<file path="src/rtl/ulut_array.sv">
// Array of CH independent K-input LUT channels, configured through a serial shift chain.
// Define ULUT_CHAIN_OUT_EN to add cfg_sout and enable daisy-chained loading across instances.
module ulut_array #(
    parameter int K  = 2,
    parameter int CH = 4
) (
    input  logic              clk,
    input  logic              rst,
    input  logic              cfg_start,
    input  logic              cfg_valid,
    input  logic              cfg_data,
    output logic              cfg_done,
    input  logic [CH*K-1:0]   lut_in,
    output logic [CH-1:0]     lut_out
`ifdef ULUT_CHAIN_OUT_EN
    ,
    output logic              cfg_sout
`endif
);

    localparam int TT    = 1 << K;
    localparam int FW    = TT + 1;
    localparam int TOTAL = CH * FW;
    localparam int CW    = $clog2(TOTAL + 1);

    localparam logic [CW-1:0] CNT_LAST = CW'(TOTAL - 1);
    localparam logic [CW-1:0] CNT_FULL = CW'(TOTAL);

    typedef enum logic [1:0] {
        IDLE,
        LOAD,
        RUN
    } state_t;

    state_t            state;
    state_t            next_state;
    logic [TOTAL-1:0]  chain;
    logic [CW-1:0]     cnt;
    logic [CH-1:0]     out_q;
    logic [CH-1:0]     tt_val;
    logic              shift_en;
    logic              cnt_clr;
    logic              running;

    always_ff @(posedge clk) begin
        if (rst) begin
            state <= IDLE;
        end else begin
            state <= next_state;
        end
    end

    // A start pulse always wins over a simultaneous data bit and restarts the count.
    always_comb begin
        next_state = state;
        shift_en   = 1'b0;
        cnt_clr    = 1'b0;
        case (state)
            IDLE: begin
                if (cfg_start) begin
                    next_state = LOAD;
                    cnt_clr    = 1'b1;
                end
            end
            LOAD: begin
                if (cfg_start) begin
                    cnt_clr = 1'b1;
                end else if (cfg_valid) begin
                    shift_en = 1'b1;
`ifndef ULUT_CHAIN_OUT_EN
                    if (cnt == CNT_LAST) begin
                        next_state = RUN;
                    end
`endif
                end
`ifdef ULUT_CHAIN_OUT_EN
                else if (cnt == CNT_FULL) begin
                    next_state = RUN;
                end
`endif
            end
            RUN: begin
                if (cfg_start) begin
                    next_state = LOAD;
                    cnt_clr    = 1'b1;
                end
            end
            default: begin
                next_state = IDLE;
            end
        endcase
    end

    always_ff @(posedge clk) begin
        if (rst) begin
            chain <= '0;
            cnt   <= '0;
        end else if (cnt_clr) begin
            cnt <= '0;
        end else if (shift_en) begin
            chain <= {chain[TOTAL-2:0], cfg_data};
`ifdef ULUT_CHAIN_OUT_EN
            if (cnt != CNT_FULL) begin
                cnt <= cnt + CW'(1);
            end
`else
            cnt <= cnt + CW'(1);
`endif
        end
    end

    assign running = (state == RUN);

`ifdef ULUT_CHAIN_OUT_EN
    assign cfg_done = running || ((state == LOAD) && (cnt == CNT_FULL));
    assign cfg_sout = chain[TOTAL-1];
`else
    assign cfg_done = running;
`endif

    // Registered channels only track the table while running, so they read 0 on the first RUN cycle.
    always_ff @(posedge clk) begin
        if (rst) begin
            out_q <= '0;
        end else if (running) begin
            out_q <= tt_val;
        end else begin
            out_q <= '0;
        end
    end

    for (genvar c = 0; c < CH; c++) begin : g_ch
        logic [TT-1:0] tt;
        logic          reg_sel;

        assign tt         = chain[c*FW +: TT];
        assign reg_sel    = chain[c*FW + TT];
        assign tt_val[c]  = tt[lut_in[c*K +: K]];
        assign lut_out[c] = running & (reg_sel ? out_q[c] : tt_val[c]);
    end

endmodule

</file>
<file path="config.mk">
export PLATFORM = sky130hd
export DESIGN_NAME = ulut_array
export DESIGN_NICKNAME = d
export VERILOG_FILES = /design/src/rtl/ulut_array.sv
export SDC_FILE = /design/constraint.sdc
export NUM_CORES = 1
export LEC_CHECK = 0
export ABC_AREA = 1
export BUFFER_PORTS_ARGS = -buffer_cell sky130_fd_sc_hd__buf_2
export CAP_MARGIN = 10
export CORE_UTILIZATION = 46
export DETAILED_ROUTE_END_ITERATION = 12
export MAX_ROUTING_LAYER = met4
export PLACE_DENSITY = 0.78
export SYNTH_ARGS = -nofsm -noshare
export SYNTH_HDL_FRONTEND = slang
export SYNTH_SLANG_ARGS = --single-unit
</file>
<file path="constraint.sdc">
create_clock -name clk -period 2.1 [get_ports clk]
set_input_delay 0.105 -clock clk [delete_from_list [all_inputs] [get_ports clk]]
set_output_delay 0.105 -clock clk [all_outputs]
set_load 0.02 [all_outputs]
</file>
==> results.json, run 1 <==
{
  "clock_sinks": 31,
  "rsz_0062_raised_after_global_routing": "false",
  "hold_class": "in2reg",
  "synth_area_leader_cell": "dfxtp_1",
  "crit_path_time_final_ps": 1668,
  "worstPathCellList": "inv_1, nor2_1, o21ai_0, a21oi_1, buf_2",
  "io_buffers": 17,
  "synthesized_area_per_cell_um2": 6.953,
  "timing.final.setup_violations": 0,
  "power_density_mw_per_mm2": 707.1,
  "critical_path_required_ps": 2000,
  "route.final.wire_length_um": 2547,
  "clk-insertion-delay-late_ps": 320,
  "start_util_pct": 48.41,
  "yosys_register_bits": 31,
  "path_max_fanout": 6,
  "route.detailed.wl_per_inst_um": 10.44,
  "critical-path-slowest-cell": "dfxtp_1",
  "final_layout_size_suffix_gt1_share_pct": 14.08,
  "grt_remaining_overflow": 0,
  "mappedNetlistNets": 206,
  "critPathArrivalTime_ps": 1560,
  "vdd_drop_max_v": 0.0005013,
  "design.core.area_mm2": 0.002758,
  "clock_tree.root_cell": "clkbuf_4",
  "netlist_instances": 192,
  "multiInputGateArea_um2": 606.8,
  "rows": 19,
  "synthesis.area_mm2": 0.001335,
  "first_pass_iters": 4,
  "dr.first_iter.drc_count": 60,
  "hold_violations": 0,
  "maxSlewViolCount": 0,
  "cts.path.max_buffers": 2,
  "endpoint_kind_of_the_worst_setup_timing_path": "output port",
  "final.setup.tns_ps": 0,
  "clkSlewWorstSetupHoldPaths_ps": 90,
  "fin_skew_ps": 4.619,
  "vias": 1230,
  "slowest_delay_ps": 370,
  "worst_slew_pin_slew_ps": 458.7,
  "maxCapViolCount": 0,
  "run_status": "finished, final reports clean",
  "cts-htree-levels": 2,
  "die_y_um": 55.87,
  "drt_drc": 0,
  "ff_latch_area_um2": 620.6,
  "critical_path.startpoint_type": "register",
  "numCtsBuffers": 5,
  "ys_types": 16,
  "antenna_found_initial": 0,
  "yosysWarningCount": 0,
  "filler_cell_count": 273,
  "ys_top_cells_by_area": "dfxtp_1 (46%), nor2_1 (12%), nand2_1 (10%)",
  "wire_length_of_the_first_global_routing_pass_um": 4374,
  "antenna_left": 0,
  "holdWs_ps": 26.66,
  "ios": 18,
  "slew-limit-headroom_pct": 69.39,
  "clock_tree_from_tritoncts": "done",
  "grt_max_degree": 30,
  "grt_pass1_vias": 1057,
  "layout-area-overhead-vs-synth_pct": 12.65,
  "post_cts.resized_instances": 0,
  "achievable-frequency_ghz": 0.5997,
  "via_density_per_instance": 5.041,
  "place_congestion": 0.8069,
  "critical_path_class": "reg2out",
  "num_antenna_cells": 0,
  "netlist.area_leader.share_pct": 46.49,
  "floorplan.die_area_mm2": 0.003121,
  "power.leakage_uw": 0.0006354,
  "post_layout_nets": 227,
  "finalCritPeriodShare_pct": 79.41,
  "synth-seq-area-share_pct": 46.49,
  "groute.usage.overall_pct": 18.51,
  "post-dp-hpwl_um": 1756,
  "die-width_um": 55.87
}
-- flip-flops by register name (all words and copies together), names as in the netlist --
register,cells
chain,20
cnt,5
out_q,4
state,2
-- power by group --
group          internal [uW]  switching [uW]  total (uW)
clock network            155             196         351
logic                   38.1            56.2        94.3
registers                606            12.6         619
-- logic make-up (layout without fill, tap and decap cells) --
logic type,Yosys count,in the layout,share of synthesized area [%]
AND/OR/NAND/NOR,90,90,26.71
AO/OA/AOI/OAI,45,45,17.15
flip-flops,31,31,46.49
buffers and inverters,24,45,8.060
adder cells (fa/ha/maj),1,1,0.9371
XOR/XNOR,1,1,0.6562
-- stage by stage --
stage	power [uW]	setup slack [ps]	instances	util [%]	area (um^2)
global placement	723.8	804.1	236	52.13	1438
detailed placement	725.4	767.0	236	52.13	1438
floorplan	696.3	669.8	192	-	1335
finish	1064	432.4	244	54.54	1504
global route	1118	214.0	244	54.54	1504
CTS	1082	400.8	244	54.54	1504
-- Yosys cell counts (all sizes together) --
cell,number
nand4,2
dfxtp,31
o21ai,27
ha,1
clkbuf,3
inv,17
nor2,45
buf,4
nand3,7
a21oi,18
nand2,36
xor2,1
-- layout make-up --
class | instances | area share [%]
Tap cell | 31 | 2.579
Clock buffer | 6 | 3.411
Multi-Input combinational cell | 137 | 40.35
Inverter | 17 | 4.243
Clock inverter | 1 | 0.3328
Timing Repair Buffer | 21 | 7.820
Sequential cell | 31 | 41.26
-- worst paths after layout --
check / cells after the start / slack [ps] / from / to
hold reg to reg: 2 / 470 / chain[19] / chain[19]
setup reg to reg: 6 / 760 / state[1] / chain[3]
setup / recovery: 5 / 430 / state[1] / lut_out[3]
hold / removal: 3 / 30 / cfg_data / chain[0]
-- critical path: cells and delay by family (launching register included) --
kind / cells / cell delay (ps)
flops: 1 / 370
buf+inv: 2 / 240
simple gates: 1 / 320
compound gates: 2 / 310
-- cells in the final DEF, fill, tap and decap left out --
| master | count |
|---|---|
| buf_4 | 3 |
| buf_2 | 17 |
| ha_1 | 1 |
| nor2_1 | 43 |
| o21ai_0 | 24 |
| nand4_1 | 2 |
| o21ai_2 | 1 |
| o21ai_1 | 2 |
| nor2_2 | 2 |
| clkinv_2 | 1 |
| nand2_1 | 36 |
| dfxtp_1 | 31 |
| nand3_1 | 7 |
| a21oi_1 | 18 |
| clkbuf_8 | 1 |
| clkbuf_4 | 5 |
| inv_1 | 17 |
| xor2_1 | 1 |
| dlygate4sd3_1 | 1 |
-- routing by layer --
layer / GRT usage, % / wire (um) / part of all wire (%) / up-vias
li1: - / - / - / 657
met1: 22.55 / 1278 / 50 / 532
met4: 9.059 / 25 / 0.98 / 0
met5: - / 0 / 0 / -
met2: 28.40 / 1076 / 42 / 35
met3: 5.116 / 167 / 6.6 / 6
-- repair_timing --
action	in CTS	in global routing
buffers inserted	0	0
hold endpoints to repair	1	0
hold buffers	1	0
(Power assumes the default switching activity.)
==> run 2: changes to the inputs <==
- ABC_AREA: 1 -> 0
- PLACE_DENSITY: 0.78 -> 0.81
- clock period: 2.1 -> 1.5 ns (I/O delays scaled with it)
==> run 2 against run 1 <==
Against the previous run:
- the flow now finishes with violations (negative setup slack)
- largest cell class unchanged
- register-to-register slack got worse by 580 ps
- die area shrank 3.9%
- clock power is 56% higher
- sequential share of layout area decreased by 1.8 points
- combinational power decreased by 22%
- via count fell by 7.6%
- critical path depth is 1 lower
- synthesized cell count is 23% lower
- utilization up 8.9 points
- clock skew grew 1.7 ps
- flip-flop and latch count did not move
- critical endpoint is now lut_out[1]
- sequential power grew 34%
- highest routed layer unchanged
==> results.json, run 2 <==
{
  "worst_r2r_startpoint": "state[1]",
  "mappedNetlistNets": 162,
  "synth_area_leader_cell": "dfxtp_1",
  "grt_remaining_overflow": 0,
  "top_register": "chain",
  "wl_met2_um": 1283,
  "endpoint_kind_of_the_worst_setup_timing_path": "output port",
  "final_layout_size_suffix_gt1_share_pct": 32.97,
  "post-dp-hpwl_um": 1711,
  "critical_path_required_ps": 1420,
  "via_density_per_instance": 5.363,
  "clock_tree.root_cell": "clkbuf_4",
  "layout-area-overhead-vs-synth_pct": 25.98,
  "synth-main-ff-cell": "dfxtp_1",
  "numCtsBuffers": 5,
  "design.core.area_mm2": 0.002545,
  "power.leakage_uw": 0.0005947,
  "cts-htree-levels": 2,
  "launch_point_of_the_worst_path": "chain[8]",
  "grt_max_degree": 28,
  "netlist.area_leader.share_pct": 48.44,
  "maxCapViolCount": 0,
  "power_density_mw_per_mm2": 897.8,
  "critical_path.startpoint_type": "register",
  "clkSlewWorstSetupHoldPaths_ps": 90,
  "place_congestion": 0.7250,
  "worst_slew_pin_slew_ps": 462.7,
  "vdd_drop_max_v": 0.0008294,
  "crit_path_time_final_ps": 1557,
  "die-width_um": 54.78,
  "critical_path_class": "reg2out",
  "vias": 1137,
  "synth-edff-count": 0,
  "detail_route.wirelength.met1_um": 1155,
  "post-route-util_pct": 63.42,
  "start_util_pct": 50.34,
  "timing.final.setup_violations": 4,
  "rsz_0062_raised_after_global_routing": "true",
  "clock_sinks": 31,
  "route.detailed.wl_per_inst_um": 12.65,
  "rows": 18,
  "dr.first_iter.drc_count": 27,
  "groute.usage.overall_pct": 20.94,
  "async_sr_flop_fraction_pct": 0,
  "ios": 18,
  "maxSlewViolCount": 0,
  "synthesized_area_per_cell_um2": 8.657,
  "hold_violations": 0,
  "slew-limit-headroom_pct": 69.15,
  "critPathArrivalTime_ps": 1480,
  "io_buffers": 17,
  "postPlaceCellArea_mm2": 0.001399,
  "die_y_um": 54.78,
  "synth-seq-area-share_pct": 48.44,
  "yosysMostFrequentCell": "nand2_1",
  "hold_class": "in2reg",
  "drt_drc": 0,
  "clock_tree_from_tritoncts": "done",
  "largest_reg_flops": 20,
  "hp-start": "cfg_start",
  "finish.instance_area_mm2": 0.001614,
  "achievable-frequency_ghz": 0.6424,
  "post_synth_most_frequent_cells": "nand2_1 (43), dfxtp_1 (31), a21oi_1 (25)",
  "synthesis.area_mm2": 0.001281,
  "post_layout_nets": 195,
  "layout_top_registers": "chain: 20 flops, cnt: 5 flops, out_q: 4 flops",
  "path_max_fanout": 2,
  "wire_length_of_the_first_global_routing_pass_um": 4112,
  "fin_skew_ps": 6.283,
  "num_antenna_cells": 0,
  "ys_types": 22,
  "antenna_left": 0,
  "layout_commonest_cell": "nand2_1",
  "yosysWarningCount": 0,
  "yosys_register_bits": 31,
  "run_status": "complete, but fails checks",
  "antenna_found_initial": 0,
  "setup_ws_ps": -56.57,
  "floorplan.die_area_mm2": 0.003000,
  "finalCritPeriodShare_pct": 103.8,
  "netlist_instances": 148,
  "route.top_layer_used": "met4",
  "first_pass_iters": 4,
  "ys_top_cells_by_area": "dfxtp_1 (48%), nand2_1 (13%), a21oi_1 (9.8%)",
  "grt_pass1_vias": 963,
  "wl_met3_um": 188,
  "route.final.wire_length_um": 2682,
  "clk-insertion-delay-late_ps": 330,
  "cts.path.max_buffers": 2,
  "failed_checks": "negative setup slack",
  "layout.cells.most_common_list": "nand2_1 (43), a21oi_1 (25), buf_4 (21)"
}
[run 2: stage by stage]
step / setup TNS, ps / hold WS (ps) / total power [uW] / worst slack (ps) / instances
6_report: -202.2 / 66.31 / 1449 / -56.57 / 212
5_1_grt: -570.0 / 58.41 / 1512 / -150.9 / 212
4_1_cts: -322.0 / 44.12 / 1465 / -90.94 / 210
3_5_place_dp: 0 / 299.8 / 916.8 / 212.3 / 189
3_3_place_gp: 0 / 296.6 / 914.0 / 277.7 / 189
2_1_floorplan: 0 / 175.2 / 886.6 / 354.9 / 148
[run 2: final timing paths]
check                                   to  slack (ps)  cells after the start
worst max-delay path            lut_out[1]         -60                      4
worst min-delay path              state[0]          70                      3
worst max register to register      cnt[3]         180                      3
worst min register to register    chain[8]         460                      2
[run 2: layout make-up]
cell class,instances,area [um^2]
multi-input cells,104,616.8
well taps,30,37.54
repair buffers,36,242.7
inverters,3,11.26
flip-flops and latches,31,636.9
clock buffers,8,68.82
fillers,209,930.9
[run 2: kinds of logic after synthesis]
kind of cell             synth area share [%]
AND/OR/NAND/NOR                         21.88
AO/OA/AOI/OAI                           13.09
multiplexers                            10.16
XOR/XNOR                               0.6837
adder cells (fa/ha/maj)                0.9764
flip-flops                              48.44
buffers and inverters                   4.784
[run 2: timing repair]
item                                    in CTS  in global routing
hold buffers                                 2                  0
setup buffers                               11                  2
endpoints found under the setup margin       4                  5
hold endpoints to repair                     2                  0
resized for setup                           15                  3
[run 2: where the power goes]
group          switching [uW]  leakage [uW]  total (uW)  internal [uW]
combinational            39.8      0.000299        73.7           33.8
sequential               3.61      0.000257         829            825
clock                     271     0.0000386         547            276
total                     315      0.000595        1450           1130
[run 2: worst max-delay path, stage by stage (launching register included)]
cell and delay, ps:
dfxtp_2 330, mux4_2 470, mux2i_1 140, nor2_1 50, buf_4 160
[run 2: metal layers]
metal | vias to the layer above | global-route usage (%)
li1 | 568 | -
met1 | 528 | 24.28
met2 | 36 | 31.73
met3 | 5 | 8.333
met4 | 0 | 8.974
met5 | - | -
==> run 3: changes to the inputs <==
- SKIP_CTS_REPAIR_TIMING: unset -> 1
==> run 3 against run 2 <==
Against the previous run:
- the run still ends with negative setup slack left
- count of clock-buffer cells in the layout is the same
- sequential power about the same
- flip-flop and latch count stayed put
- utilization is 2.6 points lower
- largest power group unchanged
- total power hardly changed
- clock power about the same
- routed wire length decreased by 6.3%
==> results.json, run 3 (synthesized netlist as in run 2, its figures left out) <==
{
  "run_status": "complete, but fails checks",
  "failed_checks": "negative setup slack",
  "layout.cells.most_common_list": "nand2_1 (43), a21oi_1 (25), dfxtp_1 (22)",
  "route.final.wire_length_um": 2512,
  "via_density_per_instance": 5.412,
  "layout-area-overhead-vs-synth_pct": 20.90,
  "layout_top_registers": "chain: 20 flops, cnt: 5 flops, out_q: 4 flops",
  "hold_class": "in2reg",
  "clock_sinks": 31,
  "wire_length_of_the_first_global_routing_pass_um": 3864,
  "power_density_mw_per_mm2": 936.4,
  "critical_path_required_ps": 1420,
  "worst_setup_path_endpoint": "lut_out[3]",
  "finish.instance_area_mm2": 0.001549,
  "critPathArrivalTime_ps": 1520,
  "hold_violations": 0,
  "crit_path_time_final_ps": 1599,
  "dr.first_iter.drc_count": 37,
  "io_buffers": 17,
  "reg2reg_to": "cnt[3]",
  "maxSlewViolCount": 0,
  "endpoint_kind_of_the_worst_setup_timing_path": "output port",
  "start_util_pct": 50.34,
  "r2r_slack_ps": 180,
  "power.share.combinational_pct": 5.1,
  "power.share.sequential_pct": 57.1,
  "filler_cell_count": 230,
  "vias": 1104,
  "route.detailed.wl_per_inst_um": 12.31,
  "grt_remaining_overflow": 0,
  "design.core.area_mm2": 0.002545,
  "rows": 18,
  "largest_reg_flops": 20,
  "clockPowerShare_pct": 37.8,
  "timing.final.setup_violations": 4,
  "fin_skew_ps": 5.282,
  "layout_commonest_cell": "nand2_1",
  "worstRegToRegCells": 3,
  "post-dp-hpwl_um": 1711,
  "cts-htree-levels": 2,
  "postPlaceCellArea_mm2": 0.001399,
  "num_antenna_cells": 0,
  "cts.path.max_buffers": 2,
  "critical_path_class": "reg2out",
  "holdWs_ps": 66.87,
  "clock_tree_from_tritoncts": "done",
  "switching_share_pct": 21.77,
  "worst_r2r_startpoint": "state[1]",
  "post_layout_nets": 187,
  "die_y_um": 54.78,
  "critical_path.startpoint_type": "register",
  "ff_latch_area_um2": 631.9,
  "worst_slew_pin_slew_ps": 467.5,
  "groute.usage.overall_pct": 19.74,
  "antenna_left": 0,
  "finalCritPeriodShare_pct": 106.6,
  "top_register": "chain",
  "clock_tree.root_cell": "clkbuf_4",
  "final.setup.tns_ps": -241.7,
  "clkSlewWorstSetupHoldPaths_ps": 90,
  "launch_point_of_the_worst_path": "chain[18]",
  "clk-insertion-delay-late_ps": 320,
  "first_pass_iters": 4,
  "die-width_um": 54.78,
  "floorplan.die_area_mm2": 0.003000,
  "final_layout_size_suffix_gt1_share_pct": 27.59,
  "rsz_0062_raised_after_global_routing": "true",
  "grt_max_degree": 28,
  "achievable-frequency_ghz": 0.6255,
  "vdd_drop_max_v": 0.0007984,
  "power_switching_uw": 315.8,
  "post-route-util_pct": 60.87,
  "drt_drc": 0,
  "power.leakage_uw": 0.0005490,
  "p_int_uw": 1135,
  "antenna_found_initial": 0,
  "path_max_fanout": 3,
  "slew-limit-headroom_pct": 68.83,
  "maxCapViolCount": 0,
  "place_congestion": 0.7250,
  "numCtsBuffers": 5,
  "ios": 18,
  "multiInputGateArea_um2": 616.8,
  "setup_ws_ps": -98.82,
  "grt_pass1_vias": 900
}
-- run 3: worst min-delay path by stage --
| stage | startpoint | to | slack (ps) | depth (start not counted) |
|---|---|---|---|---|
| 5_1_grt | cfg_start | state[0] | 60 | 3 |
| 4_1_cts | cfg_valid | state[0] | -60 | 2 |
| 3_3_place_gp | cfg_valid | state[0] | 300 | 2 |
| 3_5_place_dp | cfg_valid | state[0] | 300 | 2 |
| 2_1_floorplan | cfg_valid | state[0] | 180 | 1 |
| 6_report | cfg_start | state[0] | 70 | 3 |
-- run 3: layout make-up --
type                    count  area share [%]
flip-flops and latches     31           40.79
clock buffers               8           4.443
repair buffers             28           11.79
multi-input cells         104           39.82
well taps                  30           2.423
inverters                   3          0.7270
-- run 3: critical path: stages, from the launching register on --
cell,delay (ps)
dfxtp_2,330
mux4_2,490
mux2i_1,160
nor2_1,60
buf_4,160
-- run 3: power groups by stage --
stage	clock [uW]	sequential [uW]	combinational [uW]
2_1_floorplan	0	847	39.2
3_3_place_gp	0	848	65.8
3_5_place_dp	0	849	68.3
4_1_cts	563	829	68.8
5_1_grt	602	830	79.6
6_report	548	829	73.4
-- run 3: stage by stage --
step	worst slack [ps]	power [uW]	instances
final	-98.82	1450	204
after CTS	-100.1	1461	197
after global placement	277.7	914.0	189
after detailed placement	212.3	916.8	189
after floorplan	354.9	886.6	148
after global routing	-204.9	1511	204
-- run 3: per-layer routing --
metal | GRT usage (%) | part of all wire (%) | up-vias
met2 | 28.51 | 47 | 37
met5 | - | 0 | -
met3 | 8.333 | 6.3 | 5
met1 | 23.59 | 44 | 511
met4 | 8.974 | 2.2 | 0
li1 | - | - | 551
